--- config.mk ---
export PLATFORM = sky130hd
export DESIGN_NAME = spgd_pert_sequencer
export DESIGN_NICKNAME = d
export VERILOG_FILES = /design/src/rtl/spgd_pkg.sv /design/src/rtl/spgd_sat_addsub.sv /design/src/rtl/spgd_pert_sequencer.sv
export SDC_FILE = /design/constraint.sdc
export NUM_CORES = 1
export LEC_CHECK = 0
export CORE_AREA = 2 2 269 271
export CTS_BUF_LIST = sky130_fd_sc_hd__clkbuf_8
export CTS_CLUSTER_SIZE = 30
export DETAILED_ROUTE_END_ITERATION = 10
export DIE_AREA = 0 0 271 273
export MAX_ROUTING_LAYER = met4
export PLACE_DENSITY_LB_ADDON = 0.2
export REMOVE_ABC_BUFFERS = 1
export SLEW_MARGIN = 30
export SYNTH_ARGS = -nofsm -noshare
export SYNTH_HDL_FRONTEND = slang
export SYNTH_HIERARCHICAL = 1
export SYNTH_SLANG_ARGS = --single-unit
--- constraint.sdc ---
create_clock -name clk -period 6.04 [get_ports clk]
set_clock_uncertainty 0.05 [all_clocks]
set_input_delay 1.208 -clock clk [delete_from_list [all_inputs] [get_ports clk]]
set_output_delay 1.208 -clock clk [all_outputs]
set_load 0.05 [all_outputs]
--- src/rtl/spgd_pkg.sv ---
// spgd_pkg: types and constants shared by the SPGD perturbation sequencer.
// Holds the sequencer state enum, the phase encodings and the Q-format widths.
// No logic lives here beyond a small state-to-phase helper.
package spgd_pkg;

  localparam int FP_WIDTH  = 64;  // fixed-point word width
  localparam int INT_WIDTH = 16;  // integer bits including sign

  typedef enum logic [2:0] {
    ST_IDLE       = 3'd0,
    ST_POS_SETTLE = 3'd1,
    ST_POS_MEAS   = 3'd2,
    ST_NEG_SETTLE = 3'd3,
    ST_NEG_MEAS   = 3'd4
  } spgd_seq_state_t;

  localparam logic [1:0] PH_NOM = 2'd0;
  localparam logic [1:0] PH_POS = 2'd1;
  localparam logic [1:0] PH_NEG = 2'd2;

  function automatic logic [1:0] phase_of(input spgd_seq_state_t s);
    logic [1:0] p;
    p = PH_NOM;
    if (s == ST_POS_SETTLE || s == ST_POS_MEAS) p = PH_POS;
    if (s == ST_NEG_SETTLE || s == ST_NEG_MEAS) p = PH_NEG;
    return p;
  endfunction

endpackage

--- src/rtl/spgd_sat_addsub.sv ---
// spgd_sat_addsub: combinational two's-complement add/subtract, y = a +/- b.
// Latency: zero cycles. No flow control (pure combinational).
// Ports: a, b operands; sub selects a-b; y result.
// Macro SPGD_SEQ_SAT_EN: when defined the result saturates to the most
// positive / most negative value on overflow, otherwise it wraps.
module spgd_sat_addsub #(
  parameter int W = spgd_pkg::FP_WIDTH
) (
  input  logic [W-1:0] a,
  input  logic [W-1:0] b,
  input  logic         sub,
  output logic [W-1:0] y
);

`ifdef SPGD_SEQ_SAT_EN
  logic [W:0] a_x;
  logic [W:0] b_x;
  logic [W:0] s_x;

  // One guard bit: the sum fits in W+1 bits, so overflow shows up as the
  // two top bits disagreeing; the guard bit then holds the true sign.
  assign a_x = {a[W-1], a};
  assign b_x = {b[W-1], b};
  assign s_x = sub ? (a_x - b_x) : (a_x + b_x);

  always_comb begin
    y = s_x[W-1:0];
    if (s_x[W] != s_x[W-1]) begin
      y = s_x[W] ? {1'b1, {(W-1){1'b0}}} : {1'b0, {(W-1){1'b1}}};
    end
  end
`else
  // Wrapping mode keeps only the low W bits of the W+1-bit result.
  assign y = sub ? (a - b) : (a + b);
`endif

endmodule

--- src/rtl/spgd_pert_sequencer.sv ---
// spgd_pert_sequencer: two-sided SPGD perturbation sequencer (u+d, settle,
// sample J+, u-d, settle, sample J-, emit dJ = J+ - J- with the d snapshot).
// Latency: update_valid after edge 2S+4 from the start edge (S = settle_cycles)
// when samples are immediately valid. Backpressure: none; start is ignored
// while busy, abort cancels at any time and wins over a concurrent sample.
// Ports: clk/rst (async active-low); start, abort, settle_cycles control;
// u_a/u_b nominal commands; pert_a/pert_b PRNG perturbations; metric_in /
// metric_valid sample; act_a/act_b registered drive; phase, meas_req, busy
// status; update_valid, delta_j, pert_a_q, pert_b_q result; iter_count.
// Macro SPGD_SEQ_SAT_EN selects saturating (defined) or wrapping arithmetic.
module spgd_pert_sequencer #(
  parameter int FP_WIDTH = spgd_pkg::FP_WIDTH,
  parameter int SETTLE_W = 16
) (
  input  logic                clk,
  input  logic                rst,
  input  logic                start,
  input  logic                abort,
  input  logic [SETTLE_W-1:0] settle_cycles,
  input  logic [FP_WIDTH-1:0] u_a,
  input  logic [FP_WIDTH-1:0] u_b,
  input  logic [FP_WIDTH-1:0] pert_a,
  input  logic [FP_WIDTH-1:0] pert_b,
  input  logic [FP_WIDTH-1:0] metric_in,
  input  logic                metric_valid,
  output logic [FP_WIDTH-1:0] act_a,
  output logic [FP_WIDTH-1:0] act_b,
  output logic [1:0]          phase,
  output logic                meas_req,
  output logic                busy,
  output logic                update_valid,
  output logic [FP_WIDTH-1:0] delta_j,
  output logic [FP_WIDTH-1:0] pert_a_q,
  output logic [FP_WIDTH-1:0] pert_b_q,
  output logic [31:0]         iter_count
);

  import spgd_pkg::*;

  localparam logic [SETTLE_W-1:0] CNT_ONE = {{(SETTLE_W-1){1'b0}}, 1'b1};

  spgd_seq_state_t     state;
  spgd_seq_state_t     state_nx;
  logic [SETTLE_W-1:0] cnt;
  logic [FP_WIDTH-1:0] j_pos;

  logic                start_ok;
  logic                cap_pos;
  logic                cap_neg;
  logic                in_settle;
  logic [FP_WIDTH-1:0] pa_nx;
  logic [FP_WIDTH-1:0] pb_nx;
  logic [FP_WIDTH-1:0] drv_a;
  logic [FP_WIDTH-1:0] drv_b;
  logic                drv_sub;
  logic [FP_WIDTH-1:0] act_a_nx;
  logic [FP_WIDTH-1:0] act_b_nx;
  logic [FP_WIDTH-1:0] dj_nx;

  assign start_ok  = (state == ST_IDLE) && start && !abort;
  assign cap_pos   = (state == ST_POS_MEAS) && metric_valid && !abort;
  assign cap_neg   = (state == ST_NEG_MEAS) && metric_valid && !abort;
  assign in_settle = (state == ST_POS_SETTLE) || (state == ST_NEG_SETTLE);

  always_comb begin
    state_nx = state;
    if (abort) begin
      state_nx = ST_IDLE;
    end else begin
      case (state)
        ST_IDLE:       if (start)        state_nx = ST_POS_SETTLE;
        ST_POS_SETTLE: if (cnt == '0)    state_nx = ST_POS_MEAS;
        ST_POS_MEAS:   if (metric_valid) state_nx = ST_NEG_SETTLE;
        ST_NEG_SETTLE: if (cnt == '0)    state_nx = ST_NEG_MEAS;
        ST_NEG_MEAS:   if (metric_valid) state_nx = ST_IDLE;
        default:                         state_nx = ST_IDLE;
      endcase
    end
  end

  // The drive register is loaded from the *next* state and the *next* delta
  // so that u+d is already on the actuators right after the start edge.
  assign pa_nx   = start_ok ? pert_a : pert_a_q;
  assign pb_nx   = start_ok ? pert_b : pert_b_q;
  assign drv_a   = (state_nx == ST_IDLE) ? '0 : pa_nx;
  assign drv_b   = (state_nx == ST_IDLE) ? '0 : pb_nx;
  assign drv_sub = (state_nx == ST_NEG_SETTLE) || (state_nx == ST_NEG_MEAS);

  spgd_sat_addsub #(.W(FP_WIDTH)) u_act_a (
    .a(u_a), .b(drv_a), .sub(drv_sub), .y(act_a_nx)
  );

  spgd_sat_addsub #(.W(FP_WIDTH)) u_act_b (
    .a(u_b), .b(drv_b), .sub(drv_sub), .y(act_b_nx)
  );

  spgd_sat_addsub #(.W(FP_WIDTH)) u_delta_j (
    .a(j_pos), .b(metric_in), .sub(1'b1), .y(dj_nx)
  );

  always_ff @(posedge clk or negedge rst) begin
    if (!rst) begin
      state        <= ST_IDLE;
      cnt          <= '0;
      j_pos        <= '0;
      act_a        <= '0;
      act_b        <= '0;
      update_valid <= 1'b0;
      delta_j      <= '0;
      pert_a_q     <= '0;
      pert_b_q     <= '0;
      iter_count   <= '0;
    end else begin
      state        <= state_nx;
      act_a        <= act_a_nx;
      act_b        <= act_b_nx;
      update_valid <= cap_neg;

      if (in_settle && cnt != '0) begin
        cnt <= cnt - CNT_ONE;
      end
      if (start_ok) begin
        pert_a_q <= pert_a;
        pert_b_q <= pert_b;
        cnt      <= settle_cycles;
      end
      if (cap_pos) begin
        j_pos <= metric_in;
        cnt   <= settle_cycles;
      end
      if (cap_neg) begin
        delta_j    <= dj_nx;
        iter_count <= iter_count + 32'd1;
      end
    end
  end

  assign phase    = phase_of(state);
  assign meas_req = (state == ST_POS_MEAS) || (state == ST_NEG_MEAS);
  assign busy     = (state != ST_IDLE);

endmodule

==> metrics <==
failing checks=negative setup slack; Inst Count DP=approximately 6000; Setup violations, final=54; Layout area overhead=56.0%; vias in the first global route=roughly 33000; total grt overflow=0; Worst Hold Path Cells=2; Worst setup EP type=register; Reg-to-Reg End=act_a[62]$_DFF_PN0_; worst-path fanout max=8; YS warnings=6; Mapped Area=between 30000 and 40000 µm²; Startpoint Class=register; Starting Density=a little under half; DR DRC count=0; Die X=about 270 µm; clk buf depth=3; Max-slew headroom=34.3%; number of I/O pins=approximately 700; Setup WS post-layout=-0.488 ns; kind of cell adding the most delay to the critical path=simple AND/OR/NAND/NOR gates; clock transition at the registers of the reported paths=roughly 0.07 ns; IO Port Bufs=about 700; row count=98; HPWL Detailed=a little over 100 mm; Worst path max stage delay=0.41 ns; number of max-cap violations=0; Final Hold Fails=0; final clock period utilization by the worst path=108%; Core ar.=71000 µm²; post-synth cell types=85; CP Data Arrival Time=7.08 ns; number of routed nets with antenna violations=0; flops & latches, synth=between 400 and 500; FF-to-FF Start=cnt[11]$_DFFE_PN0P_; buffer and inverter count on the worst path=8; DRT Wirelength=~130 mm; die area=~74000 µm²; Skew-Pair Late Insertion Delay=roughly 0.7 ns; DR WL/cell=roughly 21 µm; Vias/cell=roughly 5.4; nets=about 5600; FFs w/ async S/R, synth=100%; via count=~33000; leakage=between 20 and 25 nW; slew of the pin with the lowest slew margin=a little under 1 ns; most common cell after layout, fill and taps aside=buf_4; dpl ws=-1.79 ns; initial antenna violation count=35; HP Start=delta_j[54]$_DFFE_PN0P_; initial drt markers=around 2100; PD cells=292 nW/µm²; Final Max Slew Viols=0; Root Driver=clkbuf_8; # H-tree levels=3; FF-to-FF path depth=32; hold buffer count at CTS=0; CTS tree=built; worst endpoint required time=between 6 and 7 ns; Max VDD drop=0.236 mV; synthesized area per cell=between 8 and 9 µm²; Total Routing Usage GR=between 30% and 40%; Synth Flop Type=dfrtp_1; Die Ht=roughly 270 µm; RSZ-0062 raised after global routing=true; Cells after Synth=around 3600; slowest cell on the critical path=or3_4; R2R setup slack=-0.49 ns; final std cells w/o fill=6106; Clock Sinks=approximately 440; most frequent cells in the layout=buf_4 (790), clkdlybuf4s50_1 (693), dfrtp_1 (436); Num CTS Buffers=80; ratio of cells with drive above 1 in the final layout=29.0%; Crit Path Class=reg -> reg; crit path time final=6.53 ns; GP Congestion=between 1 and 1.5; post-synthesis sequential area ratio=roughly a third; setup TNS=-12.46 ns; first-pass GRT wire length=191 mm; Hold EP=delta_j[54]$_DFFE_PN0P_; TritonRoute pass-1 iters=6; Post-synth EDFFs=0; Worst Hold Class=reg -> reg; FMAX=roughly 150 MHz; status=finished, violations left; largest net degree at the start of global routing=approximately 160
[worst min-delay path: stages (launching register included)]
cell,delay [ns]
dfrtp_1,0.34
nand2_1,0.05
nand2_1,0.05
[cell families after synthesis]
group           after synthesis  share of synthesized area, %
simple gates               1257                          19.8
compound gates              851                          17.1
flops                       436                          34.2
xor+xnor                    409                          11.2
buf+inv                     241                          2.98
fa+ha+maj                   198                          7.82
mux                         197                          6.93
other cells                   1                        0.0117
[report_power, final]
group | total, mW | switching [mW] | leakage (nW) | internal [mW]
Clock | 3.13 | 1.37 | 0.981 | 1.76
Sequential | 3.72 | 0.302 | 5.48 | 3.42
Combinational | 7.69 | 4.44 | 16.8 | 3.25
[worst max-delay path by stage]
stage	startpoint	endpoint	slack, ns	cells after the start
global placement	metric_valid	act_a[61]$_DFF_PN0_	-1.74	28
floorplan	abort	act_a[61]$_DFF_PN0_	-4.24	23
finish	cnt[11]$_DFFE_PN0P_	act_a[62]$_DFF_PN0_	-0.49	32
CTS	cnt[11]$_DFFE_PN0P_	act_a[61]$_DFF_PN0_	-0.47	30
detailed placement	start	act_a[61]$_DFF_PN0_	-1.79	28
global route	cnt[11]$_DFFE_PN0P_	act_a[62]$_DFF_PN0_	-0.74	32
[stage by stage]
stage                     area [µm²]  hold slack (ns)  power, mW  util (%)
after floorplan                31300            0.430       7.59         -
after global placement         45500            0.407       10.9      64.1
after detailed placement       45500            0.414       10.9      64.1
after CTS                      48200            0.422       14.3      67.9
after global routing           49800            0.450       15.2      70.2
final                          49800            0.421       14.5      70.2
[flip-flops by register name, indices dropped and copies added (netlist names), 16 cells and up]
register    count
pert_b_q       64
pert_a_q       64
delta_j        64
j_pos          64
cnt            16
act_a          64
act_b          64
iter_count     32
[metal layers]
| layer | vias up | GRT usage, % | routed length, µm |
|---|---|---|---|
| met2 | 1157 | 57.2 | 62900 |
| met3 | 297 | 5.60 | 7310 |
| met1 | 16000 | 40.5 | 51800 |
| met5 | - | - | 0 |
| met4 | 0 | 15.9 | 6130 |
| li1 | 15700 | - | - |
[final cells by class]
| cell class | count | area [µm²] |
|---|---|---|
| diodes | 35 | 87.6 |
| clock buffers | 100 | 1380 |
| clock inverters | 46 | 383 |
| fillers | 5595 | 21200 |
| inverters | 79 | 297 |
| multi-input cells | 2913 | 21800 |
| flip-flops and latches | 436 | 10900 |
| well taps | 950 | 1190 |
| repair buffers | 1547 | 13800 |
[synthesized netlist by cell type, types with 127 or more instances]
| master | number | area, µm² |
|---|---|---|
| a21o_1 | 132 | 991 |
| dfrtp_1 | 436 | 10900 |
| o21ai_0 | 138 | 691 |
| xnor2_1 | 282 | 2470 |
| a21oi_1 | 294 | 1470 |
| nor2b_1 | 148 | 926 |
| nor2_1 | 253 | 950 |
| nand2_1 | 411 | 1540 |
| mux2_2 | 194 | 2180 |
| ha_1 | 195 | 2440 |
| clkbuf_1 | 133 | 499 |
| xor2_1 | 127 | 1110 |
[repair_timing]
item | CTS | global route
cloned | 2 | 1
endpoints found under the setup margin | 66 | 78
pin swaps | 74 | 143
resized for setup | 160 | 254
buffers inserted | 30 | 41
Note: power is estimated with default switching activity, not from simulation.
